`src/rtl/dot_product_ctrl.sv`:
```
// Sequencer for one matrix-multiply output element C = sum_k A[k]*B[k]: memory fetch, ALU MUL/ADD, write-back.
// Optional build macro MAC_ZERO_SKIP_EN: a zero A operand skips the B fetch, MUL and ACC for that term.
module dot_product_ctrl #(
  parameter int DW = 16,
  parameter int AW = 12,
  parameter int LW = 8
) (
  input  logic          clk,
  input  logic          rst,
  input  logic          start,
  input  logic [LW-1:0] len,
  input  logic [AW-1:0] base_a,
  input  logic [AW-1:0] base_b,
  input  logic [AW-1:0] stride_b,
  input  logic [AW-1:0] addr_c,
  output logic          busy,
  output logic          done,
  output logic          mem_req,
  output logic          mem_we,
  output logic [AW-1:0] mem_addr,
  output logic [DW-1:0] mem_wdata,
  input  logic          mem_gnt,
  input  logic          mem_rvalid,
  input  logic [DW-1:0] mem_rdata,
  output logic [1:0]    alu_op,
  output logic [DW-1:0] alu_a,
  output logic [DW-1:0] alu_b,
  input  logic [DW-1:0] alu_out,
  output logic          ac_rst_en,
  output logic          ac_write_en,
  output logic          ac_inc_en,
  output logic          ac_alu_to_ac,
  input  logic [DW-1:0] ac_data
);

  typedef enum logic [3:0] {
    S_IDLE, S_CLR, S_RD_A, S_WAIT_A, S_RD_B, S_WAIT_B,
    S_MUL, S_ACC, S_NEXT, S_STORE, S_DONE
  } state_t;

  localparam logic [1:0] OP_PASS = 2'b00;
  localparam logic [1:0] OP_ADD  = 2'b01;
  localparam logic [1:0] OP_MUL  = 2'b10;

  state_t        state_q, state_d;
  logic [LW-1:0] len_q, len_d, idx_q, idx_d;
  logic [AW-1:0] base_a_q, base_a_d, base_b_q, base_b_d;
  logic [AW-1:0] stride_q, stride_d, addr_c_q, addr_c_d;
  logic [AW-1:0] pa_q, pa_d, pb_q, pb_d;
  logic [DW-1:0] opa_q, opa_d, opb_q, opb_d, prod_q, prod_d;

  // Reserved accumulator controls, never used by this sequencer.
  assign ac_write_en = 1'b0;
  assign ac_inc_en   = 1'b0;
  assign busy        = (state_q != S_IDLE);

  always_comb begin
    state_d      = state_q;
    len_d        = len_q;
    idx_d        = idx_q;
    base_a_d     = base_a_q;
    base_b_d     = base_b_q;
    stride_d     = stride_q;
    addr_c_d     = addr_c_q;
    pa_d         = pa_q;
    pb_d         = pb_q;
    opa_d        = opa_q;
    opb_d        = opb_q;
    prod_d       = prod_q;
    done         = 1'b0;
    mem_req      = 1'b0;
    mem_we       = 1'b0;
    mem_addr     = '0;
    mem_wdata    = '0;
    alu_op       = OP_PASS;
    alu_a        = '0;
    alu_b        = '0;
    ac_rst_en    = 1'b0;
    ac_alu_to_ac = 1'b0;
    unique case (state_q)
      S_IDLE: begin
        if (start) begin
          len_d    = len;
          base_a_d = base_a;
          base_b_d = base_b;
          stride_d = stride_b;
          addr_c_d = addr_c;
          state_d  = S_CLR;
        end
      end
      S_CLR: begin
        ac_rst_en = 1'b1;
        idx_d     = '0;
        pa_d      = base_a_q;
        pb_d      = base_b_q;
        state_d   = (len_q == '0) ? S_STORE : S_RD_A;
      end
      S_RD_A: begin
        mem_req  = 1'b1;
        mem_addr = pa_q;
        if (mem_gnt) state_d = S_WAIT_A;
      end
      S_WAIT_A: begin
        if (mem_rvalid) begin
          opa_d = mem_rdata;
`ifdef MAC_ZERO_SKIP_EN
          state_d = (mem_rdata == '0) ? S_NEXT : S_RD_B;
`else
          state_d = S_RD_B;
`endif
        end
      end
      S_RD_B: begin
        mem_req  = 1'b1;
        mem_addr = pb_q;
        if (mem_gnt) state_d = S_WAIT_B;
      end
      S_WAIT_B: begin
        if (mem_rvalid) begin
          opb_d   = mem_rdata;
          state_d = S_MUL;
        end
      end
      S_MUL: begin
        alu_op  = OP_MUL;
        alu_a   = opa_q;
        alu_b   = opb_q;
        prod_d  = alu_out;
        state_d = S_ACC;
      end
      S_ACC: begin
        alu_op       = OP_ADD;
        alu_a        = prod_q;
        alu_b        = ac_data;
        ac_alu_to_ac = 1'b1;
        state_d      = S_NEXT;
      end
      S_NEXT: begin
        idx_d   = idx_q + 1'b1;
        pa_d    = pa_q + 1'b1;
        pb_d    = pb_q + stride_q;
        state_d = ((idx_q + 1'b1) == len_q) ? S_STORE : S_RD_A;
      end
      S_STORE: begin
        mem_req   = 1'b1;
        mem_we    = 1'b1;
        mem_addr  = addr_c_q;
        mem_wdata = ac_data;
        if (mem_gnt) state_d = S_DONE;
      end
      S_DONE: begin
        done    = 1'b1;
        state_d = S_IDLE;
      end
      default: state_d = S_IDLE;
    endcase
  end

  always_ff @(posedge clk) begin
    if (rst) begin
      state_q  <= S_IDLE;
      len_q    <= '0;
      idx_q    <= '0;
      base_a_q <= '0;
      base_b_q <= '0;
      stride_q <= '0;
      addr_c_q <= '0;
      pa_q     <= '0;
      pb_q     <= '0;
      opa_q    <= '0;
      opb_q    <= '0;
      prod_q   <= '0;
    end else begin
      state_q  <= state_d;
      len_q    <= len_d;
      idx_q    <= idx_d;
      base_a_q <= base_a_d;
      base_b_q <= base_b_d;
      stride_q <= stride_d;
      addr_c_q <= addr_c_d;
      pa_q     <= pa_d;
      pb_q     <= pb_d;
      opa_q    <= opa_d;
      opb_q    <= opb_d;
      prod_q   <= prod_d;
    end
  end

endmodule

```
`config.mk`:
```
export PLATFORM = sky130hd
export DESIGN_NAME = dot_product_ctrl
export DESIGN_NICKNAME = d
export VERILOG_FILES = /design/src/rtl/dot_product_ctrl.sv
export SDC_FILE = /design/constraint.sdc
export NUM_CORES = 1
export LEC_CHECK = 0
export BUFFER_PORTS_ARGS = -buffer_cell sky130_fd_sc_hd__buf_2
export CORE_MARGIN = 5
export CORE_UTILIZATION = 53
export DETAILED_ROUTE_END_ITERATION = 10
export PLACE_DENSITY = 0.8
export SKIP_CTS_REPAIR_TIMING = 1
export SLEW_MARGIN = 10
export SYNTH_ARGS = -nofsm -noshare
export SYNTH_HDL_FRONTEND = slang
export SYNTH_SLANG_ARGS = --single-unit
```
`constraint.sdc`:
```
create_clock -name clk -period 2.2 [get_ports clk]
set_input_delay 0.11 -clock clk [delete_from_list [all_inputs] [get_ports clk]]
set_output_delay 0.11 -clock clk [all_outputs]
set_load 0.02 [all_outputs]
```
==> run metrics <==
Pins Over Slew Limit 0; pre-CTS WS 0.0198 ns; via count 7,629; CTS root buf clkbuf_16; CP Capture Type flop; Routed WL about 23,000 um; Finished Layout Cells 1,332; Placed Instances 1,211; final antenna-violating net count 0; CP top delay family simple AND/OR/NAND/NOR gates; Min-Delay Endpoint state_q[0]; pwr dens 953 nW/um^2; number of global-route vias before repair 6,708; HP Class primary input to flop; largest family of logic cells by synthesized area simple AND/OR/NAND/NOR gates; post-synthesis compound-gate area fraction 0.234; Setup Skew 0.00660 ns; hold path depth 4; xor and xnor area share after synthesis 0.0204; global-route usage over all layers 0.263; Final Hold Viols 0; Final setup viols 0; worst-case clock buffer depth 2; Skew-Pair Late Insertion Delay roughly 0.43 ns; Pleak 0.00419 uW; flops & latches, synth 140; top fanout value on the critical path 3; initial DRC count approximately 740; mux share of post-synthesis cell area 0.00291; worst reg-to-reg path cell count 9; nets@finish roughly 1,300; per-cell routed wire length ~17 um; Startpoint Class flop; Post-synth top flop dfxtp_1; ratio of cells with drive above 1 in the final layout 0.233; Setup WS post-layout roughly 0.063 ns; Netlist cell types 66; min-delay src mem_gnt; chip width 124 um; largest net degree at the start of global routing 69; Post-Synth Simple-Gate Area 0.251; slowest stage delay, CP approximately 0.47 ns; dpl hpwl 14,000 um; critical path depth 9; Initial Util 0.543; post-detailed-route via-to-cell ratio 5.73; Layout area overhead 39.0%; # IOs 179; Post-Syn Instances about 900; PortBufs 176; Synth async-reset ratio 0; Netlist Area Pre-Place 6880 sq um; VDD IR max roughly 0.83 mV; Tcrit/Tclk final 0.971; drt pass-1 iters 7; initial antenna violation count 0; Rows 41; Ant. Diodes 0; relative slew slack 0.323; CTS H-tree lvls 4; Synth Area in Adders 0.0266; crit path time final about 2.1 ns; maximum clock frequency 468 MHz; grt ovf 0; Cell Chain, Critical Path ha_2 -> inv_1 -> fa_2 -> nand2b_4 -> a21oi_4 -> o211ai_1 -> a21boi_1 -> or4_1 -> a41o_1; Die Y between 100 and 150 um; Avg Inst Size Synth roughly 7.6 sq um; post-synthesis sequential area ratio 0.408; Power, Total a little over 9000 uW; Crit path arrival time 2.46 ns; Buf/Inv on CP 1; global-route wire length before repair 32,100 um; Reg-to-Reg Start pb_q[0]; WS Path Type flop to flop; Required @ worst endpoint 2.52 ns; EDFF count, synth 0; outcome finished clean; clock-pin slew on the worst setup and hold paths 0.06 ns; capture point of the worst reg-to-reg path pb_q[10]; CTS tree yes; max_cap viols 0; flop-to-flop setup slack 0.06 ns; CTS buffer count 17; die area 15,400 sq um; clk sinks 140; Final GP Congestion roughly 0.88; Worst path slowest cell or4_1; synth warn 0; slew of the pin with the lowest slew margin 1.02 ns; setup TNS 0 ns; remaining routing DRC violations 0; area of the core 12,700 sq um
per-layer routing:
| layer | GRT usage | part of all wire | vias to the layer above |
|---|---|---|---|
| li1 | - | - | 3638 |
| met1 | 0.333 | 0.40 | 3558 |
| met3 | 0.104 | 0.091 | 60 |
| met5 | 0 | 0 | - |
| met4 | 0.0753 | 0.021 | 0 |
| met2 | 0.417 | 0.49 | 373 |
final cells by class:
class / instances / area [sq um]
multi-input combinational: 675 / 3760
fill: 928 / 3120
sequential: 140 / 2810
timing repair buffer: 291 / 2050
clock buffer: 18 / 439
tap: 172 / 215
clock inverter: 14 / 193
inverter: 22 / 82.6
worst max path at each step:
stage / start / end / slack [ns]
after floorplan: stride_q[0] / pb_q[10] / 0.20
after global placement: pb_q[0] / pb_q[10] / 0.08
after detailed placement: pb_q[0] / pb_q[10] / 0.02
after CTS: pb_q[0] / pb_q[10] / -0.06
after global routing: pb_q[0] / pb_q[10] / -0.02
final: pb_q[0] / pb_q[10] / 0.06
logic make-up (layout without fill, tap and decap cells):
| logic type | after synthesis | count (layout) |
|---|---|---|
| AO/OA/AOI/OAI | 255 | 255 |
| XOR/XNOR | 16 | 16 |
| adder cells (fa/ha/maj) | 14 | 14 |
| buffers and inverters | 90 | 345 |
| flip-flops | 140 | 140 |
| multiplexers | 2 | 2 |
| other | 1 | 2 |
| AND/OR/NAND/NOR | 386 | 386 |
cell usage in the layout (no fill, tap or decap), types with 3 or more instances in the layout:
| master | n |
|---|---|
| clkbuf_16 | 18 |
| a22oi_1 | 4 |
| o21ai_1 | 4 |
| or3_1 | 4 |
| a222oi_1 | 12 |
| clkinvlp_4 | 3 |
| nor3_1 | 9 |
| buf_4 | 24 |
| o21ai_0 | 23 |
| a31oi_1 | 7 |
| nor2_1 | 33 |
| nand3_1 | 10 |
| buf_12 | 4 |
| a311oi_1 | 4 |
| and3_1 | 27 |
| a22o_1 | 32 |
| nor2b_1 | 5 |
| ha_1 | 11 |
| dlygate4sd3_1 | 88 |
| nor4_1 | 6 |
| inv_1 | 21 |
| xnor2_1 | 12 |
| or2b_1 | 3 |
| buf_2 | 172 |
| a221oi_1 | 6 |
| dfxtp_2 | 3 |
| xor2_1 | 4 |
| nor3_2 | 3 |
| clkinv_2 | 3 |
| a211oi_1 | 4 |
| a21oi_1 | 136 |
| nand2b_1 | 5 |
| nand2_1 | 252 |
| dfxtp_1 | 135 |
| bufinv_16 | 4 |
tightest hold or removal path: stages:
cell,delay [ns]
buf_2,0.11
o21ai_0,0.12
nand2_1,0.09
a221oi_2,0.06
synthesized netlist by cell type (all sizes together), types with 2 or more instances:
cell type | instances | area (sq um)
nand2 | 253 | 950
dfxtp | 140 | 2800
a21oi | 137 | 686
clkbuf | 45 | 170
nor2 | 34 | 128
a22o | 32 | 280
and3 | 30 | 189
o21ai | 27 | 135
buf | 23 | 141
inv | 22 | 82.6
ha | 13 | 163
a222oi | 12 | 120
nor3 | 12 | 60.1
xnor2 | 12 | 105
nand3 | 11 | 55.1
a221oi | 7 | 67.6
a31oi | 7 | 43.8
nand2b | 7 | 43.8
nor2b | 7 | 46.3
nor4 | 7 | 43.8
a211oi | 6 | 45.0
or3 | 5 | 32.5
a22oi | 4 | 30.0
a311oi | 4 | 35.0
and4 | 4 | 40.0
xor2 | 4 | 35.0
nand4 | 3 | 33.8
or2b | 3 | 22.5
a21boi | 2 | 15.0
a21o | 2 | 15.0
mux2i | 2 | 20.0
nand3b | 2 | 15.0
nor4b | 2 | 23.8
o211ai | 2 | 15.0
o21a | 2 | 15.0
o21bai | 2 | 15.0
o32ai | 2 | 25.0
or2 | 2 | 12.5
flip-flops by register name (all words and copies together) (netlist names):
name	count
len_q	8
base_a_q	12
pb_q	12
idx_q	8
prod_q	16
addr_c_q	12
stride_q	12
base_b_q	12
opb_q	16
pa_q	12
state_q	4
opa_q	16
metrics by stage:
stage	util	area, sq um	hold slack (ns)
after floorplan	-	6880	0.246
after global placement	0.626	7930	0.352
after detailed placement	0.626	7930	0.358
after CTS	0.676	8560	-0.0891
after global routing	0.754	9560	0.135
final	0.754	9560	0.103
report_power, final:
| group | internal [uW] | total (uW) | switching, uW |
|---|---|---|---|
| sequential | 2910 | 3260 | 359 |
| combinational | 1090 | 2800 | 1710 |
| clock | 1930 | 3050 | 1120 |
(Power assumes the default switching activity.)
